File: src/rtl/rally_referee_pkg.sv
// Shared game definitions for the ball and referee blocks: Game_state
// encodings and playfield geometry.
package pika_pkg;

  localparam int COORD_W = 12;

  // Game_state encodings (legacy-compatible constants, shared with the ball block)
  localparam logic [1:0] GS_START     = 2'd0;
  localparam logic [1:0] GS_WAIT_DROP = 2'd1;
  localparam logic [1:0] GS_IN_GAME   = 2'd2;
  localparam logic [1:0] GS_GAME_END  = 2'd3;

  // Playfield geometry in pixels
  localparam int BALL_W    = 30;
  localparam int BALL_H    = 30;
  localparam int NET_POS_X = 160;
  localparam int NET_W     = 6;
  localparam int GROUND_Y  = 220;
  localparam int VBUF_W    = 320;
  localparam int VBUF_H    = 240;

  // Ball centre x strictly below this value lies in the NPC court
  localparam int NET_CENTER_X = NET_POS_X + NET_W / 2;

endpackage

File: src/rtl/rally_referee_if.sv
// Ball <-> referee link: ball position one way, game state and last winner
// the other way.
interface rally_referee_if;
  import pika_pkg::*;

  logic [COORD_W-1:0] Ball_X;
  logic [COORD_W-1:0] Ball_Y;
  logic [1:0]         Game_state;
  logic               who_win;

  // Ball physics side
  modport master (output Ball_X, Ball_Y, input Game_state, who_win);
  // Referee side
  modport slave  (input Ball_X, Ball_Y, output Game_state, who_win);

endinterface

File: src/rtl/rally_referee_edge_rise.sv
// 1-bit registered rising-edge detector for the start button.
module edge_rise (
  input  logic clk,
  input  logic d,
  output logic rise
);

  logic prev;

  // Track the previous level every cycle, reset included: a button held
  // through reset then reads as already pressed and needs release + press.
  always_ff @(posedge clk) begin
    // NOTE: sequential state uses non-blocking assignment so every flop
    // samples pre-edge values regardless of statement order.
    prev <= d;
  end

  assign rise = d & ~prev;

endmodule

File: src/rtl/rally_referee.sv
// Game-flow controller: detects ball landing, awards points, keeps scores,
// times the serve drop and ends the match at WIN_SCORE.
module rally_referee
  import pika_pkg::*;
#(
  parameter int WIN_SCORE   = 7,
  parameter int DROP_CYCLES = 100_000_000,
  parameter int SCORE_W     = 4
) (
  input  logic               clk,
  input  logic               reset_n,
  input  logic               start_btn,
  rally_referee_if.slave     ball,
  output logic               point_pulse,
  output logic [SCORE_W-1:0] Player_score,
  output logic [SCORE_W-1:0] NPC_score
);

  localparam int CNT_W = (DROP_CYCLES > 1) ? $clog2(DROP_CYCLES) : 1;
  localparam logic [CNT_W-1:0]   DROP_LAST = CNT_W'(DROP_CYCLES - 1);
  localparam logic [SCORE_W-1:0] WIN_VAL   = SCORE_W'(WIN_SCORE);

  logic [1:0]         state;
  logic               who_win_q;
  logic [CNT_W-1:0]   drop_cnt;
  logic               btn_rise;
  logic [COORD_W:0]   center_x;
  logic [COORD_W:0]   ball_bottom;
  logic               npc_court;
  logic               grounded;
  logic [SCORE_W-1:0] player_next;
  logic [SCORE_W-1:0] npc_next;

  edge_rise u_btn_edge (
    .clk  (clk),
    .d    (start_btn),
    .rise (btn_rise)
  );

  // One extra bit keeps the geometry sums from wrapping near the screen edge
  assign center_x    = {1'b0, ball.Ball_X} + (COORD_W+1)'(BALL_W / 2);
  assign ball_bottom = {1'b0, ball.Ball_Y} + (COORD_W+1)'(BALL_H);
  assign npc_court   = center_x < (COORD_W+1)'(NET_CENTER_X);
  assign grounded    = ball_bottom >= (COORD_W+1)'(GROUND_Y);

  assign player_next = Player_score + 1'b1;
  assign npc_next    = NPC_score + 1'b1;

  // Match FSM, serve-drop timer, scores and the point strobe
  always_ff @(posedge clk) begin
    if (!reset_n) begin
      state        <= GS_START;
      who_win_q    <= 1'b0;
      point_pulse  <= 1'b0;
      Player_score <= '0;
      NPC_score    <= '0;
      drop_cnt     <= '0;
    end else begin
      point_pulse <= 1'b0;
      case (state)
        GS_START: begin
          Player_score <= '0;
          NPC_score    <= '0;
          if (btn_rise) begin
            state    <= GS_WAIT_DROP;
            drop_cnt <= '0;
          end
        end
        GS_WAIT_DROP: begin
          if (drop_cnt == DROP_LAST) begin
            state    <= GS_IN_GAME;
            drop_cnt <= '0;
          end else begin
            drop_cnt <= drop_cnt + 1'b1;
          end
        end
        GS_IN_GAME: begin
          // Leaving IN_GAME on the scoring edge is what limits a rally to one point
          if (grounded) begin
            point_pulse <= 1'b1;
            drop_cnt    <= '0;
            if (npc_court) begin
              Player_score <= player_next;
              who_win_q    <= 1'b0;
              state        <= (player_next == WIN_VAL) ? GS_GAME_END : GS_WAIT_DROP;
            end else begin
              NPC_score <= npc_next;
              who_win_q <= 1'b1;
              state     <= (npc_next == WIN_VAL) ? GS_GAME_END : GS_WAIT_DROP;
            end
          end
        end
        default: begin
          // GAME_END: hold scores for display; who_win kept so the winner serves
          if (btn_rise) begin
            state        <= GS_START;
            Player_score <= '0;
            NPC_score    <= '0;
          end
        end
      endcase
    end
  end

  assign ball.Game_state = state;
  assign ball.who_win    = who_win_q;

endmodule

File: src/flat_wrapper.sv
// flat-port wrapper written by rule: the top's interface ports become plain ports
module rally_referee_flat import pika_pkg::*;
#(
  parameter int WIN_SCORE   = 7,
  parameter int DROP_CYCLES = 100_000_000,
  parameter int SCORE_W     = 4
)
  (clk, reset_n, start_btn, point_pulse, Player_score, NPC_score, ball_Ball_X, ball_Ball_Y, ball_Game_state, ball_who_win);
  rally_referee_if ball_i ();
  input  logic clk;
  input  logic reset_n;
  input  logic start_btn;
  output logic point_pulse;
  output logic [SCORE_W-1:0] Player_score;
  output logic [SCORE_W-1:0] NPC_score;
  input wire logic [$bits(ball_i.Ball_X)-1:0] ball_Ball_X;
  input wire logic [$bits(ball_i.Ball_Y)-1:0] ball_Ball_Y;
  output wire logic [$bits(ball_i.Game_state)-1:0] ball_Game_state;
  output wire logic [$bits(ball_i.who_win)-1:0] ball_who_win;
  assign ball_i.Ball_X = ball_Ball_X;
  assign ball_i.Ball_Y = ball_Ball_Y;
  assign ball_Game_state = ball_i.Game_state;
  assign ball_who_win = ball_i.who_win;
  rally_referee #(.WIN_SCORE(WIN_SCORE), .DROP_CYCLES(DROP_CYCLES), .SCORE_W(SCORE_W)) u_core (.clk(clk), .reset_n(reset_n), .start_btn(start_btn), .ball(ball_i), .point_pulse(point_pulse), .Player_score(Player_score), .NPC_score(NPC_score));
endmodule
File: config.mk
export PLATFORM = sky130hd
export DESIGN_NAME = rally_referee_flat
export DESIGN_NICKNAME = d
export VERILOG_FILES = /design/src/rtl/rally_referee_pkg.sv /design/src/rtl/rally_referee_if.sv /design/src/rtl/rally_referee_edge_rise.sv /design/src/rtl/rally_referee.sv /design/src/flat_wrapper.sv
export SDC_FILE = /design/constraint.sdc
export NUM_CORES = 1
export LEC_CHECK = 0
export ABC_AREA = 1
export CORE_UTILIZATION = 30
export DETAILED_ROUTE_END_ITERATION = 8
export GPL_TIMING_DRIVEN = 1
export SETUP_SLACK_MARGIN = 0.5
export SLEW_MARGIN = 5
export SYNTH_ARGS = -nofsm -noshare
export SYNTH_HDL_FRONTEND = slang
export SYNTH_SLANG_ARGS = --single-unit
File: constraint.sdc
create_clock -name clk -period 1.66 [get_ports clk]
set_input_delay 0.249 -clock clk [delete_from_list [all_inputs] [get_ports clk]]
set_output_delay 0.249 -clock clk [all_outputs]
set_load 0.1 [all_outputs]
Word level (Yosys, flattened, before mapping)
Cells that the tools add are included.
W data, S select, Z words.
{ "op_classes": {"addsub": 5, "n_lt_le_gt_ge": 2, "eq_ne": 10, "mux": 21, "bitwise_logic": 3, "reduce_logical": 10} }
{ "op_table": {"columns": ["cell", "count"], "rows": [
  ["$mux W27", 3],
  ["$pmux W27 S3", 1],
  ["$add A27 B1 Y27 const B", 1],
  ["$eq A27 B27 Y1 const B", 1],
  ["$pmux W4 S3", 2],
  ["$mux W4", 5],
  ["$mux W2", 7],
  ["$add A12 B4 Y13 const B", 1],
  ["$add A12 B5 Y13 const B", 1],
  ["$ge A13 B8 Y1 const B", 1],
  ["$lt A13 B8 Y1 const B", 1],
  ["$reduce_and A4 Y1", 3],
  ["$reduce_bool A3 Y1", 3],
  ["$add A4 B1 Y4 const B", 2],
  ["$eq A4 B3 Y1 const B", 2],
  ["$ne A2 B1 Y1 const B", 4],
  ["$pmux W2 S3", 1],
  ["$reduce_and A2 Y1", 2],
  ["$reduce_and A3 Y1", 1],
  ["$eq A2 B1 Y1 const B", 1],
  ["$eq A2 B2 Y1 const B", 1],
  ["$logic_not A2 Y1", 1],
  ["$mux W1", 2],
  ["$ne A2 B2 Y1 const B", 1],
  ["2 further kinds", 3]
]} }
{ "totals": {"reg_bits": 40, "in_bits": 27, "output_inout_bits": 12} }

Longest topological paths before layout
Gate-level depths: netlist of run 1.
{ "logic_depth": {"ltp_word": 6, "mapped_depth": 16, "mapped_depth_nobuf": 16} }

Modules after synthesis
Synthesis of run 1 repeated with hierarchy kept, for this count alone.
{ "unflattened": {"hier_cells": 444, "area_unflattened_um2": 2766.4} }
{ "modules_own_cells": {"columns": ["module", "instances", "cells_per_inst", "area_per_inst_um2"], "rows": [
  ["rally_referee", 1, 441, 2736.4],
  ["edge_rise", 1, 3, 30.0]
]} }

Worst setup path after synthesis of run 1
No wires, ideal clock.
{ "synth_path": {"path_kind": "reg2reg", "from": "register u_core.state[0] (netlist: u_core.ball.Game_state[0])", "to": "register u_core.NPC_score[1]", "t_arrival_ns": 2.257, "required_ns": 1.532, "setup_slack_ns": -0.725, "stages_incl_launch_ff": 11, "n_path_buf": 2, "path_cell_list": "dfxtp_1 -> inv_1 -> ha_1 -> buf_2 -> nor2_1 -> a21oi_1 -> clkbuf_1 -> nand3_1 -> nand2_1 -> nand2_1 -> nor2_1"} }
{ "synth_between": {"elab_chain_cells": 3, "elab_cells_between_ends": 9} }
{ "synth_rtl": {"columns": ["item", "line_no", "text"], "rows": [
  ["start: declaration", "rally_referee.sv:23", "logic [1:0] state;"],
  ["start signal: assignment", "rally_referee.sv:85", "state <= (player_next == WIN_VAL) ? GS_GAME_END : GS_WAIT_DROP;"],
  ["start signal: assignment", "rally_referee.sv:89", "state <= (npc_next == WIN_VAL) ? GS_GAME_END : GS_WAIT_DROP;"],
  ["$eq A2 B2 Y1, or another cell as far along", "rally_referee.sv:60", "case (state)"],
  ["$ne A2 B2 Y1 (no source line), or another cell as far along", null, null],
  ["$reduce_and A4 Y1 (no source line)", null, null],
  ["end signal: assignment", "rally_referee.sv:87", "NPC_score <= npc_next;"],
  ["end: declaration", "rally_referee.sv:16", "output logic [SCORE_W-1:0] NPC_score"]
]} }
Parallel ways exist; a longest one is shown, timed or not.
A chain may end at the register's enable or synchronous reset.

Final worst setup path of run 1
{ "layout_path": {"from": "register u_core.drop_cnt[5]", "to": "register u_core.drop_cnt[15]"} }
{ "layout_between": {"elab_chain_cells": 3, "elab_cells_between_ends": 4} }
{ "layout_rtl": {"columns": ["item", "line_no", "text"], "rows": [
  ["start: declaration", "rally_referee.sv:25", "logic [CNT_W-1:0] drop_cnt;"],
  ["start signal: assignment", "rally_referee.sv:74", "drop_cnt <= drop_cnt + 1'b1;"],
  ["$add A27 B1 Y27 / $eq A27 B27 Y1 (equally long branches)", "rally_referee.sv:74, rally_referee.sv:70", null],
  ["$mux W27 (*)", "rally_referee.sv:70", "if (drop_cnt == DROP_LAST) begin"],
  ["$pmux W27 S3 (*)", "rally_referee.sv:60", null]
]} }
Every way passes the cells marked *; elsewhere a longest branch is shown, timed or not.

==> reports/qor.csv, run 1 <==
stage;metric;value;unit
synth;post-synthesis sequential area ratio;0.250;
synth;largest cells by area after synthesis;dfxtp_1 (25%), nand2_1 (18%), nor2_1 (11%), nand4_1 (8.4%), inv_1 (6.3%);
clock_network;Clock Path Buffers;2;
place;I/O Buffers;37;
cells_and_area;Area growth syn-to-layout;65.7;%
global_route;initial antenna violation count;0;
floorplan;die height;105;um
global_route;Total GRT Usage;0.182;
route;vias per inst;4.93;
clock_network;CTS Hold Bufs;0;
worst_setup_path;arrival time at the worst endpoint;1.83;ns
cells_and_area;layout cells sized above 1;0.409;
synth;synthesis-stage register bit count;40;
cells_and_area;Final Cell Area;5310;um2
worst_setup_path;reg2reg start;u_core.drop_cnt[5];
route;drt total wl;9980;um
synth;largest area contributor in the netlist;dfxtp_1;
worst_setup_path;Worst Setup EP;u_core.drop_cnt[15];
pwr;Leak;2.12;nW
synth;Avg Inst Size Synth;5.93;um2
floorplan;num ports;39;
global_route;GRT overflow;0;
synth;post-synthesis cell area;3200;um2
place;routability cong.;0.923;
worst_setup_path;worst reg-to-reg setup slack;0.07;ns
synth;post-synth top area share;0.250;
cells_and_area;Antenna Cells;0;
clock_network;H-tree levels;2;
timing;Slew Viols, Final;0;
pwr;Pwr Total;0.00683;W
timing;RSZ-0062 raised after global routing;true;
min_path;Hold Crit Class;input pin to flip-flop;
clock_network;Clk Latency, worst-skew pair;0.30;ns
floorplan;core area;10300;um2
floorplan;total die area;11100;um2
route;DRC marker count from the first detailed-route iteration;183;
route;WL per Instance;12.8;um
timing;min Tclk post-route;1.59;ns
floorplan;die extent in x;105;um
worst_setup_path;crit path kind;flip-flop to flip-flop;
timing;endpoints failing setup;0;
worst_setup_path;R2R cell count;10;
synth;Net Count, Synth;576;
global_route;largest net degree at the start of global routing;31;
pwr;Max IR drop VDD;1.44;mV
clock_network;clock sink count;40;
timing;worst slew pin tran;0.251;ns
timing;clock skew;0.0153;ns
timing;final hold slack;0.447;ns
synth;synth warn;0;
route;router iterations before antenna repair;5;
timing;slew margin rel.;0.832;
worst_setup_path;crit path from;u_core.drop_cnt[5];
global_route;vias in the first global route;3769;
floorplan;Initial Util;0.310;
route;DRC;0;
timing;Final WS setup;0.0659;ns
clock_network;CTS buffer count;5;
pwr;Pwr Density;1290;nW/um2
global_route;first-pass GRT wire length;16800;um
worst_setup_path;WP data required;1.89;ns
route;detailed-route via count;3831;
cells_and_area;most frequent cells in the layout;nand2_1 (122), nor2_1 (60), buf_4 (57), inv_1 (44), nand4_1 (43);
synth;Synth Instances;540;
worst_setup_path;Crit. End Element;flip-flop;
timing;Final Cycle Share;0.960;
worst_setup_path;CP max FO;5;
worst_setup_path;Reg-to-Reg End;u_core.drop_cnt[15];
timing;final hold vios;0;
clock_network;CTS Root Cell;clkbuf_8;
job;total of max-cap violations;0;
place;pre-CTS setup slack;-0.668;ns
place;dpl hpwl;6880;um
cells_and_area;Final nets;676;
clock_network;Clock transition at path regs;0.09;ns
floorplan;num rows;37;
worst_setup_path;type of origin of the critical path;flip-flop;
cells_and_area;most common cell after layout, fill and taps aside;nand2_1;
route;Final ANT Viol Nets;0;
outcome;outcome;finished, final reports clean;
synth;Synth cell types;30;
clock_network;CTS tree;yes;
timing;fmax;0.627;GHz
place;area post-placement;4450;um2
[power breakdown]
| group | total [W] | internal (W) | switching [W] |
|---|---|---|---|
| Clock | 0.000832 | 0.000448 | 0.000384 |
| Combinational | 0.00471 | 0.00211 | 0.00261 |
| Sequential | 0.00129 | 0.00111 | 0.000174 |
| Total | 0.00683 | 0.00367 | 0.00316 |
[metal layers]
layer  global-route usage  share of wire  up-vias
li1                     -              -     1945
met1                0.213           0.43     1765
met2                0.342           0.51      107
met3               0.0192          0.036       14
met4               0.0594          0.021        0
met5                    0              0        -
[what timing repair did]
item                                    4_1_cts  5_1_grt
resized for setup                            90      112
cloned                                        3        0
pin swaps                                    44       50
endpoints found under the setup margin       40       43
setup buffers                                12        5
endpoints found under the hold margin         0        0
[synthesized netlist by cell type]
cell,number
nand3_1,37
nor2_2,2
nor3_2,1
buf_6,2
nor2_4,2
inv_1,54
nand3_2,2
inv_2,1
nand4_1,43
o21ai_1,1
dfxtp_1,40
nor3_1,4
nor3b_1,6
nand3_4,2
o21ai_0,4
xnor2_1,8
ha_1,9
nand2_1,155
o21bai_1,1
nand3b_1,1
nand2_2,4
clkbuf_1,10
buf_4,1
or2_2,5
buf_1,3
buf_2,5
nor2_1,94
xor2_1,12
a21oi_1,30
clkinv_1,1
[final cells by class]
cell class / count / area [um2]
Clock buffer: 6 / 72.6
Clock inverter: 2 / 35.0
Multi-Input combinational cell: 423 / 2650
Inverter: 56 / 240
Fill cell: 926 / 5020
Timing Repair Buffer: 114 / 1280
Sequential cell: 40 / 862
Tap cell: 136 / 170
[sequential cells by signal (all words and copies together), names as in the netlist]
signal	count
u_core.NPC_score	4
u_core.u_btn_edge.prev	1
u_core.Player_score	4
u_core.point_pulse	1
u_core.drop_cnt	27
u_core.ball.who_win	1
u_core.ball.Game_state	2
[per-stage QoR]
| stage | util | TNS, ns | instances |
|---|---|---|---|
| 2_1_floorplan | - | 0 | 540 |
| 3_3_place_gp | 0.431 | -22.57 | 749 |
| 3_5_place_dp | 0.431 | -23.98 | 749 |
| 4_1_cts | 0.482 | 0 | 772 |
| 5_1_grt | 0.514 | -0.457 | 777 |
| 6_report | 0.514 | 0 | 777 |
[cell families after synthesis]
kind of cell	synth area share
compound gates	0.0570
xor+xnor	0.0547
fa+ha+maj	0.0352
buf+inv	0.0980
flops	0.250
simple gates	0.505
[critical path, cell delays in order, from the launching register on]
cell      delay [ns]
dfxtp_2         0.38
nand2_1         0.11
nor2_2          0.13
inv_1           0.07
nor2_4          0.14
inv_1           0.06
o21bai_1        0.13
nand3_1         0.09
nor2_1          0.12
nand4_1         0.15
a21oi_2         0.16
[worst min-delay path by stage]
stage / cells past startpoint / slack (ns) / start / to
2_1_floorplan: 0 / 0.28 / start_btn / u_core.u_btn_edge.prev
3_3_place_gp: 2 / 0.47 / u_core.drop_cnt[13] / u_core.drop_cnt[13]
3_5_place_dp: 2 / 0.47 / u_core.drop_cnt[13] / u_core.drop_cnt[13]
4_1_cts: 1 / 0.45 / start_btn / u_core.u_btn_edge.prev
5_1_grt: 1 / 0.46 / start_btn / u_core.u_btn_edge.prev
6_report: 1 / 0.45 / start_btn / u_core.u_btn_edge.prev
(Power assumes the default switching activity.)
==> run 2, diff against run 1 <==
--- a/config.mk
+++ b/config.mk
@@ -5,8 +5,8 @@
 export SDC_FILE = /design/constraint.sdc
 export NUM_CORES = 1
 export LEC_CHECK = 0
-export ABC_AREA = 1
 export CORE_UTILIZATION = 30
+export CTS_CLUSTER_DIAMETER = 30
 export DETAILED_ROUTE_END_ITERATION = 8
 export GPL_TIMING_DRIVEN = 1
 export SETUP_SLACK_MARGIN = 0.5
==> reports/qor.csv, run 2 <==
stage;metric;value;unit
clock_network;CTS tree;yes;
min_path;hold path cells;1;
timing;fmax;0.480;GHz
route;detailed-route via count;2575;
clock_network;CTS Root Cell;clkbuf_8;
timing;final hold slack;0.431;ns
cells_and_area;Layout Cells excl Fill;516;
worst_setup_path;WP data required;1.90;ns
clock_network;H-tree levels;2;
synth;Synth cell types;47;
worst_setup_path;Crit path buffers/inverters;3;
route;drt total wl;6840;um
floorplan;num ports;39;
timing;worst slew pin tran;0.458;ns
place;routability cong.;0.773;
global_route;largest net degree at the start of global routing;16;
place;pre-CTS setup slack;-1.38;ns
route;vias per inst;4.99;
worst_setup_path;R2R cell count;10;
pwr;Max IR drop VDD;0.284;mV
worst_setup_path;arrival time at the worst endpoint;2.32;ns
synth;Avg Inst Size Synth;7.89;um2
synth;most frequent cell after synthesis;dfxtp_1;
synth;post-synthesis cell area;2350;um2
pwr;Pwr Density;571;nW/um2
place;dpl hpwl;5070;um
synth;ys async rst share;0;
synth;Synth Area in Simple Gates;0.332;
worst_setup_path;CP max FO;8;
synth;mux cell area share after synthesis;0.00905;
global_route;initial antenna violation count;0;
cells_and_area;max FFs per register;27;
floorplan;total die area;8190;um2
floorplan;Initial Util;0.317;
worst_setup_path;critical path depth;11;
pwr;Logic pwr share;0.254;
timing;clock skew;0.00598;ns
synth;synthesis-stage register bit count;40;
synth;post-synth top area share;0.341;
worst_setup_path;Largest stage delay, worst path;0.43;ns
global_route;first-pass GRT wire length;11600;um
synth;Post-Synth Adder-Cell Area;0.0479;
floorplan;die height;90.5;um
place;area post-placement;3720;um2
cells_and_area;layout cells sized above 1;0.460;
synth;commonest register cell after synthesis;dfxtp_1;
clock_network;Clock Path Buffers;2;
timing;Final Cycle Share;1.25;
cells_and_area;most common cell after layout, fill and taps aside;buf_4;
clock_network;clock sink count;40;
synth;largest area contributor in the netlist;dfxtp_1;
worst_setup_path;crit path kind;input pin to flip-flop;
synth;Net Count, Synth;334;
synth;synth warn;0;
synth;Post-Synth XOR/XNOR Area;0.0895;
cells_and_area;Antenna Cells;0;
timing;endpoints failing setup;39;
cells_and_area;Area growth syn-to-layout;79.9;%
route;DRC;0;
place;I/O Buffers;37;
worst_setup_path;crit path from;ball_Ball_Y[2];
cells_and_area;biggest regs;u_core.drop_cnt x27, u_core.NPC_score x4, u_core.Player_score x4;
worst_setup_path;slowest CP cell;o211ai_4;
clock_network;CTS Hold Bufs;0;
timing;slew margin rel.;0.693;
clock_network;Clock transition at path regs;0.08;ns
global_route;Total GRT Usage;0.172;
timing;RSZ-0062 raised after global routing;true;
timing;Final WS setup;-0.422;ns
synth;dominant combinational cell family by area after synthesis;simple AND/OR/NAND/NOR gates;
timing;final hold vios;0;
global_route;GRT overflow;0;
worst_setup_path;family with the most delay on the worst path;compound AO/OA/AOI/OAI gates;
synth;Post-synth EDFFs;0;
floorplan;die extent in x;90.5;um
pwr;Net Sw Power;0.000690;W
route;router iterations before antenna repair;4;
place;DP Cell Count;501;
synth;Synth Instances;298;
cells_and_area;Final Cell Area;4230;um2
pwr;switching share of total power;0.286;
pwr;Clock Power Share;0.341;
timing;Setup TNS Final;-11.45;ns
worst_setup_path;CP cell instances;buf_12, inv_12, ha_4, or3_4, a21oi_2, a211oi_2, o211ai_4, buf_6, nand2_4, or3_4, a21oi_2;
cells_and_area;most frequent cells in the layout;buf_4 (69), nor2_1 (32), dfxtp_1 (29), xor2_1 (20), nand2_1 (16);
outcome;violated checks;setup timing;
pwr;Leak;1.59;nW
floorplan;num rows;31;
route;WL per Instance;13.3;um
worst_setup_path;type of origin of the critical path;input pin;
job;total of max-cap violations;0;
cells_and_area;Biggest register;u_core.drop_cnt;
worst_setup_path;Crit. End Element;flip-flop;
floorplan;core area;7410;um2
clock_network;CTS buffer count;5;
timing;Slew Viols, Final;0;
global_route;vias in the first global route;2531;
min_path;Hold Crit Start;start_btn;
worst_setup_path;reg2reg start;u_core.ball.Game_state[0];
clock_network;Clk Latency, worst-skew pair;0.29;ns
outcome;outcome;finished with violations;
synth;Commonest cells post-synth;dfxtp_1 (40), nor2_1 (32), nand3_1 (30);
synth;Synth Area in Compound Gates;0.136;
synth;post-synthesis sequential area ratio;0.341;
pwr;Pint;0.00173;W
timing;min Tclk post-route;2.08;ns
cells_and_area;Final nets;452;
synth;largest cells by area after synthesis;dfxtp_1 (34%), xor2_1 (7.8%), nand3_1 (6.4%), nor2_1 (5.1%), ha_1 (4.8%);
min_path;Hold Crit Class;input pin to flip-flop;
pwr;sequential share of power;0.405;
route;DRC marker count from the first detailed-route iteration;89;
route;Final ANT Viol Nets;0;
run 2: changes by cell type after synthesis, sizes merged, moves of 5 or more:
cell,change
nand4,-30
nor4,+7
and3,+8
or3,+11
buf,-10
a21oi,-15
xor2,+9
nor2,-66
nor3b,-5
nand2,-140
nand3,-11
o21ai,+6
inv,-41
xnor2,-5
run 2: routing by layer:
layer,routed length (um),GRT usage
met1,3080,0.215
met3,173,0.0269
met2,3520,0.304
met4,68,0.0444
met5,0,0
run 2: final cells by class:
type | instances | area [um2]
repair buffers | 123 | 1240
clock buffers | 8 | 121
inverters | 14 | 87.6
flip-flops and latches | 40 | 825
multi-input cells | 232 | 1830
well taps | 99 | 124
fillers | 648 | 3180
run 2: cells by family (layout without fill, tap and decap cells):
family	after synthesis	after routing
flops	40	40
simple gates	148	148
fa+ha+maj	9	9
compound gates	49	49
buf+inv	26	145
xor+xnor	24	24
mux	2	2
run 2: power groups by stage:
| stage | clock [W] | sequential [W] | combinational, W |
|---|---|---|---|
| after global placement | 0 | 0.00100 | 0.000525 |
| after detailed placement | 0 | 0.00100 | 0.000535 |
| after global routing | 0.000896 | 0.000980 | 0.000660 |
| after CTS | 0.000848 | 0.000981 | 0.000580 |
| after floorplan | 0 | 0.00105 | 0.000227 |
| final | 0.000823 | 0.000978 | 0.000615 |
run 2: path summary, 6_finish.rpt:
kind / slack [ns] / endpoint
setup / recovery: -0.42 / u_core.drop_cnt[19]
hold reg to reg: 0.48 / u_core.ball.who_win
setup reg to reg: -0.34 / u_core.drop_cnt[11]
hold / removal: 0.43 / u_core.u_btn_edge.prev
run 2: metrics by stage:
step | util | total power [W]
2_1_floorplan | - | 0.00128
3_3_place_gp | 0.503 | 0.00153
3_5_place_dp | 0.503 | 0.00154
4_1_cts | 0.550 | 0.00241
5_1_grt | 0.571 | 0.00254
6_report | 0.571 | 0.00242
run 2: timing repair:
item	4_1_cts	5_1_grt
gates cloned	1	1
gates resized for setup	76	32
pin swaps	40	28
setup endpoints to repair	44	46
buffers inserted	3	2
